**config.mk**
```make
export PLATFORM = sky130hd
export DESIGN_NAME = axi_master_ctrl
export DESIGN_NICKNAME = d
export VERILOG_FILES = /design/src/rtl/axi_master_ctrl.sv
export SDC_FILE = /design/constraint.sdc
export NUM_CORES = 1
export LEC_CHECK = 0
export CAP_MARGIN = 10
export CORE_AREA = 2 2 119 121
export CTS_BUF_LIST = sky130_fd_sc_hd__clkbuf_4 sky130_fd_sc_hd__clkbuf_8 sky130_fd_sc_hd__clkbuf_16
export DETAILED_ROUTE_END_ITERATION = 8
export DIE_AREA = 0 0 121 123
export GPL_TIMING_DRIVEN = 0
export MAX_ROUTING_LAYER = met4
export PLACE_DENSITY_LB_ADDON = 0.15
export SLEW_MARGIN = 20
export SYNTH_ARGS = -nofsm -noshare
export SYNTH_HDL_FRONTEND = slang
export SYNTH_SLANG_ARGS = --single-unit
```
**constraint.sdc**
```tcl
create_clock -name clk -period 2.7 [get_ports clk]
set_input_delay 0.27 -clock clk [delete_from_list [all_inputs] [get_ports clk]]
set_output_delay 0.27 -clock clk [all_outputs]
set_load 0.05 [all_outputs]
```
**src/rtl/axi_master_ctrl.sv**
```systemverilog
// AXI4 master engine: turns one local read/write command into a single INCR burst
// and reports one completion status per command. One transaction outstanding at a time.
module axi_master_ctrl #(
   parameter int ADDR_W = 32,
   parameter int DATA_W = 32,
   parameter int ID_W   = 4
) (
   input  logic              clk,
   input  logic              rst,
   // local command
   input  logic              cmd_valid,
   output logic              cmd_ready,
   input  logic              cmd_write,
   input  logic [ADDR_W-1:0] cmd_addr,
   input  logic [3:0]        cmd_len,
   input  logic [ID_W-1:0]   cmd_id,
   // local write data
   input  logic              wr_valid,
   output logic              wr_ready,
   input  logic [DATA_W-1:0] wr_data,
   // local read data
   output logic              rd_valid,
   output logic [DATA_W-1:0] rd_data,
   output logic              rd_last,
   // completion
   output logic              done_valid,
   output logic [1:0]        done_resp,
   output logic [ID_W-1:0]   done_id,
   // AW channel
   output logic [ID_W-1:0]   awid,
   output logic [ADDR_W-1:0] awaddr,
   output logic [7:0]        awlen,
   output logic [2:0]        awsize,
   output logic [1:0]        awburst,
   output logic              awvalid,
   input  logic              awready,
   // W channel
   output logic [DATA_W-1:0]   wdata,
   output logic [DATA_W/8-1:0] wstrb,
   output logic                wlast,
   output logic                wvalid,
   input  logic                wready,
   // B channel
   input  logic [ID_W-1:0]   bid,
   input  logic [1:0]        bresp,
   input  logic              bvalid,
   output logic              bready,
   // AR channel
   output logic [ID_W-1:0]   arid,
   output logic [ADDR_W-1:0] araddr,
   output logic [7:0]        arlen,
   output logic [2:0]        arsize,
   output logic [1:0]        arburst,
   output logic              arvalid,
   input  logic              arready,
   // R channel
   input  logic [ID_W-1:0]   rid,
   input  logic [DATA_W-1:0] rdata,
   input  logic [1:0]        rresp,
   input  logic              rlast,
   input  logic              rvalid,
   output logic              rready
);

   localparam int BYTES = DATA_W / 8;
   localparam int SIZE  = $clog2(BYTES);

   typedef enum logic [2:0] {
      IDLE,
      WR_ADDR,
      WR_DATA,
      WR_RESP,
      RD_ADDR,
      RD_DATA,
      DONE
   } state_e;

   state_e            state_q, state_d;
   logic [ADDR_W-1:0] addr_q, addr_d;
   logic [3:0]        len_q, len_d;
   logic [ID_W-1:0]   id_q, id_d;
   logic [1:0]        resp_q, resp_d;
   logic [3:0]        beat_q, beat_d;

   logic [31:0]       span;
   logic              crosses_4k;
   logic              st_idle, st_wa, st_wd, st_wr, st_ra, st_rd, st_done;

   // End offset of the burst within its 4 KB page; beyond 4096 it would straddle pages.
   assign span       = 32'(cmd_addr[11:0]) + ((32'(cmd_len) + 32'd1) << SIZE);
   assign crosses_4k = span > 32'd4096;

   assign st_idle = (state_q == IDLE);
   assign st_wa   = (state_q == WR_ADDR);
   assign st_wd   = (state_q == WR_DATA);
   assign st_wr   = (state_q == WR_RESP);
   assign st_ra   = (state_q == RD_ADDR);
   assign st_rd   = (state_q == RD_DATA);
   assign st_done = (state_q == DONE);

   always_ff @(posedge clk) begin
      if (rst) begin
         state_q <= IDLE;
         addr_q  <= '0;
         len_q   <= '0;
         id_q    <= '0;
         resp_q  <= '0;
         beat_q  <= '0;
      end else begin
         state_q <= state_d;
         addr_q  <= addr_d;
         len_q   <= len_d;
         id_q    <= id_d;
         resp_q  <= resp_d;
         beat_q  <= beat_d;
      end
   end

   always_comb begin
      state_d = state_q;
      addr_d  = addr_q;
      len_d   = len_q;
      id_d    = id_q;
      resp_d  = resp_q;
      beat_d  = beat_q;
      case (state_q)
         IDLE: begin
            if (cmd_valid && cmd_ready) begin
               addr_d = cmd_addr;
               len_d  = cmd_len;
               id_d   = cmd_id;
               beat_d = '0;
               resp_d = 2'b00;
               if (crosses_4k) begin
                  resp_d  = 2'b10;
                  state_d = DONE;
               end else begin
                  state_d = cmd_write ? WR_ADDR : RD_ADDR;
               end
            end
         end
         WR_ADDR: if (awready) state_d = WR_DATA;
         WR_DATA: begin
            if (wr_valid && wready) begin
               beat_d = beat_q + 4'd1;
               if (beat_q == len_q) state_d = WR_RESP;
            end
         end
         WR_RESP: begin
            if (bvalid) begin
               resp_d  = (bid != id_q) ? 2'b10 : bresp;
               state_d = DONE;
            end
         end
         RD_ADDR: if (arready) state_d = RD_DATA;
         RD_DATA: begin
            if (rvalid) begin
               // Worst response wins; ID or length violations override to SLVERR.
               if (rresp > resp_q) resp_d = rresp;
               if (rid != id_q) resp_d = 2'b10;
               beat_d = beat_q + 4'd1;
               if (rlast) begin
                  if (beat_q != len_q) resp_d = 2'b10;
                  state_d = DONE;
               end
            end
         end
         DONE:    state_d = IDLE;
         default: state_d = IDLE;
      endcase
   end

   // cmd_ready is held low while reset is asserted so it rises only once reset is released.
   assign cmd_ready  = st_idle && !rst;

   assign awvalid    = st_wa;
   assign awid       = st_wa ? id_q : '0;
   assign awaddr     = st_wa ? addr_q : '0;
   assign awlen      = st_wa ? {4'b0, len_q} : '0;
   assign awsize     = st_wa ? 3'(SIZE) : '0;
   assign awburst    = st_wa ? 2'b01 : '0;

   assign wvalid     = st_wd && wr_valid;
   assign wr_ready   = st_wd && wready;
   assign wdata      = st_wd ? wr_data : '0;
   assign wstrb      = st_wd ? '1 : '0;
   assign wlast      = st_wd && (beat_q == len_q);

   assign bready     = st_wr;

   assign arvalid    = st_ra;
   assign arid       = st_ra ? id_q : '0;
   assign araddr     = st_ra ? addr_q : '0;
   assign arlen      = st_ra ? {4'b0, len_q} : '0;
   assign arsize     = st_ra ? 3'(SIZE) : '0;
   assign arburst    = st_ra ? 2'b01 : '0;

   assign rready     = st_rd;
   assign rd_valid   = st_rd && rvalid;
   assign rd_data    = rd_valid ? rdata : '0;
   assign rd_last    = rd_valid && rlast;

   assign done_valid = st_done;
   assign done_resp  = st_done ? resp_q : '0;
   assign done_id    = st_done ? id_q : '0;

endmodule
```
* Yosys cells after proc, flatten, opt, wreduce, memory -nomap -nowiden
Cells that the tools add are included.
** Word-level totals
- Bits in registers :: 49
- Bits of input ports :: 127
- Output and inout port bits :: 183
- Logic and storage cells :: 85
** Operators by class
- Add/sub/neg operators :: 3
- Magnitude comparators :: 2
- Equal/unequal tests :: 18
- Mux-type cells :: 40
- Reductions and logical operators :: 16
** Operators with widths (number)
- two-way mux 32 bit :: 4
- two-way mux 4 bit :: 9
- two-way mux 3 bit :: 10
- two-way mux 2 bit :: 12
- one-hot mux 3 bit (6 select lines) :: 1
- adder 12 x 7 -> 13 bit :: 1
- greater-than comparator 13 bit (second input constant) :: 1
- != test 4 bit :: 3
- one-hot mux 4 bit (3 select lines) :: 1
- != test 2 bit (second input constant) :: 5
- equality test 3 bit (second input constant) :: 3
- logical AND 1 bit :: 8
- AND reduction 4 bit :: 2
- AND reduction 8 bit :: 1
- equality test 3 x 2 -> 1 bit (second input constant) :: 2
- != test 2 x 1 -> 1 bit (second input constant) :: 3
- one-hot mux 2 bit (3 select lines) :: 1
- nonzero test 3 bit :: 2
- adder 4 x 1 -> 5 bit (second input constant) :: 1
- adder 4 x 1 -> 4 bit (second input constant) :: 1
- equality test 4 bit :: 1
- equality test 3 x 1 -> 1 bit (second input constant) :: 1
- zero test 3 bit :: 1
- greater-than comparator 2 bit :: 1
- 3 further kinds :: 4

* Longest topological paths before layout
Gate-level depths: netlist of the first run.
- Depth in word-level cells :: 7
- Mapped depth :: 9

* Least setup slack after synthesis of the first run
Ideal clock, no wire load.
- Path type :: register to output
- From :: register state_q[0]
- To :: output araddr[25]
- Arrival time :: 2.004 ns
- Required time :: 2.430 ns
- Setup slack :: 0.426 ns
- Stages on the path, launching flop included :: 5
- Cells stage by stage :: dfxtp_1 buf_2 nor3_1 clkbuf_1 and2_1
** Between the ends
- Word-level cells in the longest chain between the ends :: 2
** RTL lines
- start, declared :: line 78 : state_e state_q, state_d;
- start signal, assigned :: line 110 : state_q <= state_d;
- equality test 3 bit :: line 97 : assign st_ra = (state_q == RD_ADDR);
- net arvalid :: line 54 : output logic arvalid,
- two-way mux 32 bit :: line 193 : assign araddr = st_ra ? addr_q : '0;
- end, declared :: line 50 : output logic [ADDR_W-1:0] araddr,
The timed path passes the listed nets, and every way through them passes these cells.

* Worst setup path after layout of the first run
- From :: register state_q[0]
- To :: output araddr[17]
** Between the ends
- Word-level cells in the longest chain between the ends :: 2
** RTL lines (line)
- equality test 3 bit :: 97
- two-way mux 32 bit :: 193
Every way passes these cells.

==> reports/qor_table.md, run 1 <==
| Result | Reported |
| --- | --- |
| Register area share after synthesis | 25.7% |
| Vias in the first global route | 4447 |
| Number of buffers created by CTS | 5 |
| Post-route clock period utilization | 95.7% |
| Count of warnings emitted by yosys | 0 |
| Antenna violation net count after detailed routing | 0 |
| Number of vias per cell | 4.50 |
| P_leak | 3.91 nW |
| CTS tree | yes |
| Number of distinct library cells after synthesis | 49 |
| DRC violation count after routing | 0 |
| Number of enable flip-flop cells after synthesis | 0 |
| Total buffers and inverters traversed by the critical path | 3 |
| Kind of capture point of the worst setup path | primary output |
| Die Wd | 121 um |
| Number of design-rule violations left by the first detailed-router iteration | 134 |
| Antenna violations before repair | 0 |
| Commonest cells in the synthesized netlist | nand2_1, and2_1, and3_1, dfxtp_1, nand3b_1 |
| Die height | 123 um |
| Number of iterations in the first detailed-routing pass | 4 |
| Count of state elements after synthesis | 49 |
| Effective utilization at floorplan | 28.1% |
| Placement Cell Area | 7040 um2 |
| Chain of cells forming the critical path | buf_2 -> nor3_4 -> clkbuf_1 -> and2_1 -> dlygate4sd2_1 |
| Post-synthesis instance area | 3820 um2 |
| Most repeated cell in the gate-level netlist after synthesis | nand2_1 |
| Setup slack after placement | -0.474 ns |
| Max VDD drop | 302 uV |
| Slowest stage delay, CP | 0.52 ns |
| Relative slew margins | 61.2% |
| Cell type with the largest total area after synthesis | dfxtp_1 |
| Cell row count | 43 |
| Global-route wire length before repair | 22.9 mm |
| Synth Flop Type | dfxtp_1 |
| Pin count of the biggest net entering global routing | 16 |
| Total Routed Length | 15.6 mm |
| Core area | 13600 um2 |
| Footprint of the multi-input gates | 2560 um2 |
| Share of the synthesized area in the top cell type | 25.7% |
| Clock transition at path regs | 0.07 ns |
| Crit path time final | 2.58 ns |
| Count of final max-slew check failures | 0 |
| Ys async rst share | 0% |
| Type of the most critical hold path | in -> reg |
| Slowest cell on crit path | dlygate4sd2_1 |
| Depth of the CTS H-tree | 2 |
| Total Routing Usage GR | 19.8% |
| Layout-stage area growth over the synthesis result | 84.7% |
| Total power divided by cell area | 468 nW/um2 |
| Max Freq | 387 MHz |
| Class of the most critical setup path | reg -> out |
| Hold violation total from the final report | 0 |
| Area enclosed by the die boundary | 14900 um2 |
| Worst-case clock buffer depth | 2 |
| Storage cell area | 981 um2 |
| Outcome | completed |
| Cell class contributing the biggest share of worst-path delay | buffers and inverters |
| Nets | 967 |
| Leftover overflow at the end of global routing | 0 |
| Number of ports placed on the die boundary | 310 |
| Share of final-layout standard cells stronger than drive strength 1 | 9.05% |
| CTS root buf | clkbuf_16 |
| Total vias in the final route | 4536 |
| Hold buffer count at cts | 0 |
| Detail Placement HPWL | 12.8 mm |
| Synthesized instance count | 513 |
| Final critical-path setup slack | 0.116 ns |
| Routed length per instance | 15.5 um |
| Filler instances | 1373 |
| Number of max-capacitance violations reported | 0 |
| Port bufs | 294 |
| Mapped Avg Cell Area | 7.45 um2 |
| Largest fanout on the critical path | 10 |
| Clock insertion delay at the later pin of the skew report | 0.29 ns |
| Crit path DAT | 2.31 ns |
| Final antenna diode count | 0 |
| Final Instance Area | 7060 um2 |
| Clock Sinks | 49 |
| Count of final setup violators | 0 |
| Data required time of the worst path | 2.43 ns |
| GP Congestion | 0.903 |
| Dominant cells by area after synthesis | dfxtp_1, and2_1, and3_1 |
| Worst Tran Pin Value | 0.581 ns |
| Worst setup SP type | flip-flop |
| Post-Route Skew | 0.00584 ns |
[power breakdown]
group,switching (mW),internal (mW)
combinational,1.09,0.617
sequential,0.107,0.838
clock,0.277,0.369
[cells by family (layout without fill, tap and decap cells)]
family	Yosys count	count (layout)	share of synthesized area, %
AOI/OAI and AO/OA	37	37	7.30
xor gates and xnor gates	20	20	4.58
adders and majority gates	12	12	4.13
buffers and inverters	72	375	9.76
DFF	49	49	25.7
muxes	3	3	0.917
other	1	14	0.0981
and+or+nand+nor	319	319	47.5
[flip-flops by register name, indices dropped and copies added, names as in the netlist]
| signal | count |
|---|---|
| resp_q | 2 |
| state_q | 3 |
| beat_q | 4 |
| id_q | 4 |
| len_q | 4 |
| addr_q | 32 |
[layout make-up]
| type | count | share of cell area, % |
|---|---|---|
| Buffer | 62 | 4.79 |
| Inverter | 10 | 0.532 |
| Clock buffer | 6 | 1.97 |
| Multi-Input combinational cell | 405 | 36.2 |
| Clock inverter | 2 | 0.195 |
| Timing Repair Buffer | 295 | 39.2 |
| Sequential cell | 49 | 13.9 |
| Tap cell | 180 | 3.19 |
[worst register-to-register path, stage by stage, from the launching register on]
cell and delay, ns:
dfxtp_1 0.46, xnor2_1 0.15, nand4_1 0.27, o21a_1 0.28
nor3_1 0.13, a21oi_1 0.06, a2111oi_1 0.33
[per-layer routing]
metal,vias to the layer above,global-route usage [%],part of all wire [%]
li1,2297,-,-
met3,10,3.92,5.7
met5,-,-,0
met1,2064,24.7,43
met2,165,33.7,50
met4,0,3.49,1.1
[repair_timing]
| action | 4_1_cts | 5_1_grt |
|---|---|---|
| buffers inserted | 0 | 1 |
| pin swaps | 1 | 2 |
| gates resized for setup | 136 | 79 |
| endpoints found under the setup margin | 136 | 62 |
[path summary, 6_finish.rpt]
check	slack, ns	to	cells past startpoint	startpoint
worst min-delay path	0.31	len_q[1]	3	cmd_len[1]
worst max register to register	0.90	state_q[0]	6	len_q[2]
worst max-delay path	0.12	araddr[17]	5	state_q[0]
worst min register to register	0.49	addr_q[29]	2	addr_q[29]
[metrics by stage]
step | total power [mW] | utilization, % | hold slack, ns | std cells | setup TNS (ns)
floorplan | 2.06 | - | 0.369 | 526 | 0
finish | 3.30 | 51.9 | 0.314 | 1009 | 0
global route | 3.50 | 51.9 | 0.341 | 1009 | -0.188
global placement | 2.69 | 51.7 | 0.467 | 1000 | -17.81
CTS | 3.32 | 51.7 | 0.487 | 1008 | 0
detailed placement | 2.73 | 51.7 | 0.473 | 1000 | -18.74
[cells in the final DEF (no fill, tap or decap), types with 2 or more instances in the layout]
cell type and instances:
clkdlybuf4s50_1 149, dlygate4sd2_1 92, nand2_1 89, and2_1 87, and3_1 71, dfxtp_1 49, nand3b_1 41, clkbuf_1 29
buf_4 24, clkbuf_2 22, clkdlybuf4s15_1 20, xnor2_1 15, conb_1 14, dlymetal6s2s_1 13, a21oi_1 12, inv_1 10
ha_1 10, buf_2 7, nor3_1 7, nor2_1 5, o21ai_0 5, clkbuf_16 5, nand4_1 4, nand3_1 3
xor2_1 3, nor2_2 2, nand2b_1 2, a21o_1 2, o21a_1 2, mux2i_1 2
No activity file was read; power rests on OpenSTA's default activity.
==> inputs of run 2 (changes only) <==
--- a/config.mk
+++ b/config.mk
@@ -7,7 +7,6 @@
 export LEC_CHECK = 0
 export CAP_MARGIN = 10
 export CORE_AREA = 2 2 119 121
-export CTS_BUF_LIST = sky130_fd_sc_hd__clkbuf_4 sky130_fd_sc_hd__clkbuf_8 sky130_fd_sc_hd__clkbuf_16
 export DETAILED_ROUTE_END_ITERATION = 8
 export DIE_AREA = 0 0 121 123
 export GPL_TIMING_DRIVEN = 0
==> results of run 2 <==
Same layout as run 1: the final DEF is identical, and so are final timing and power.
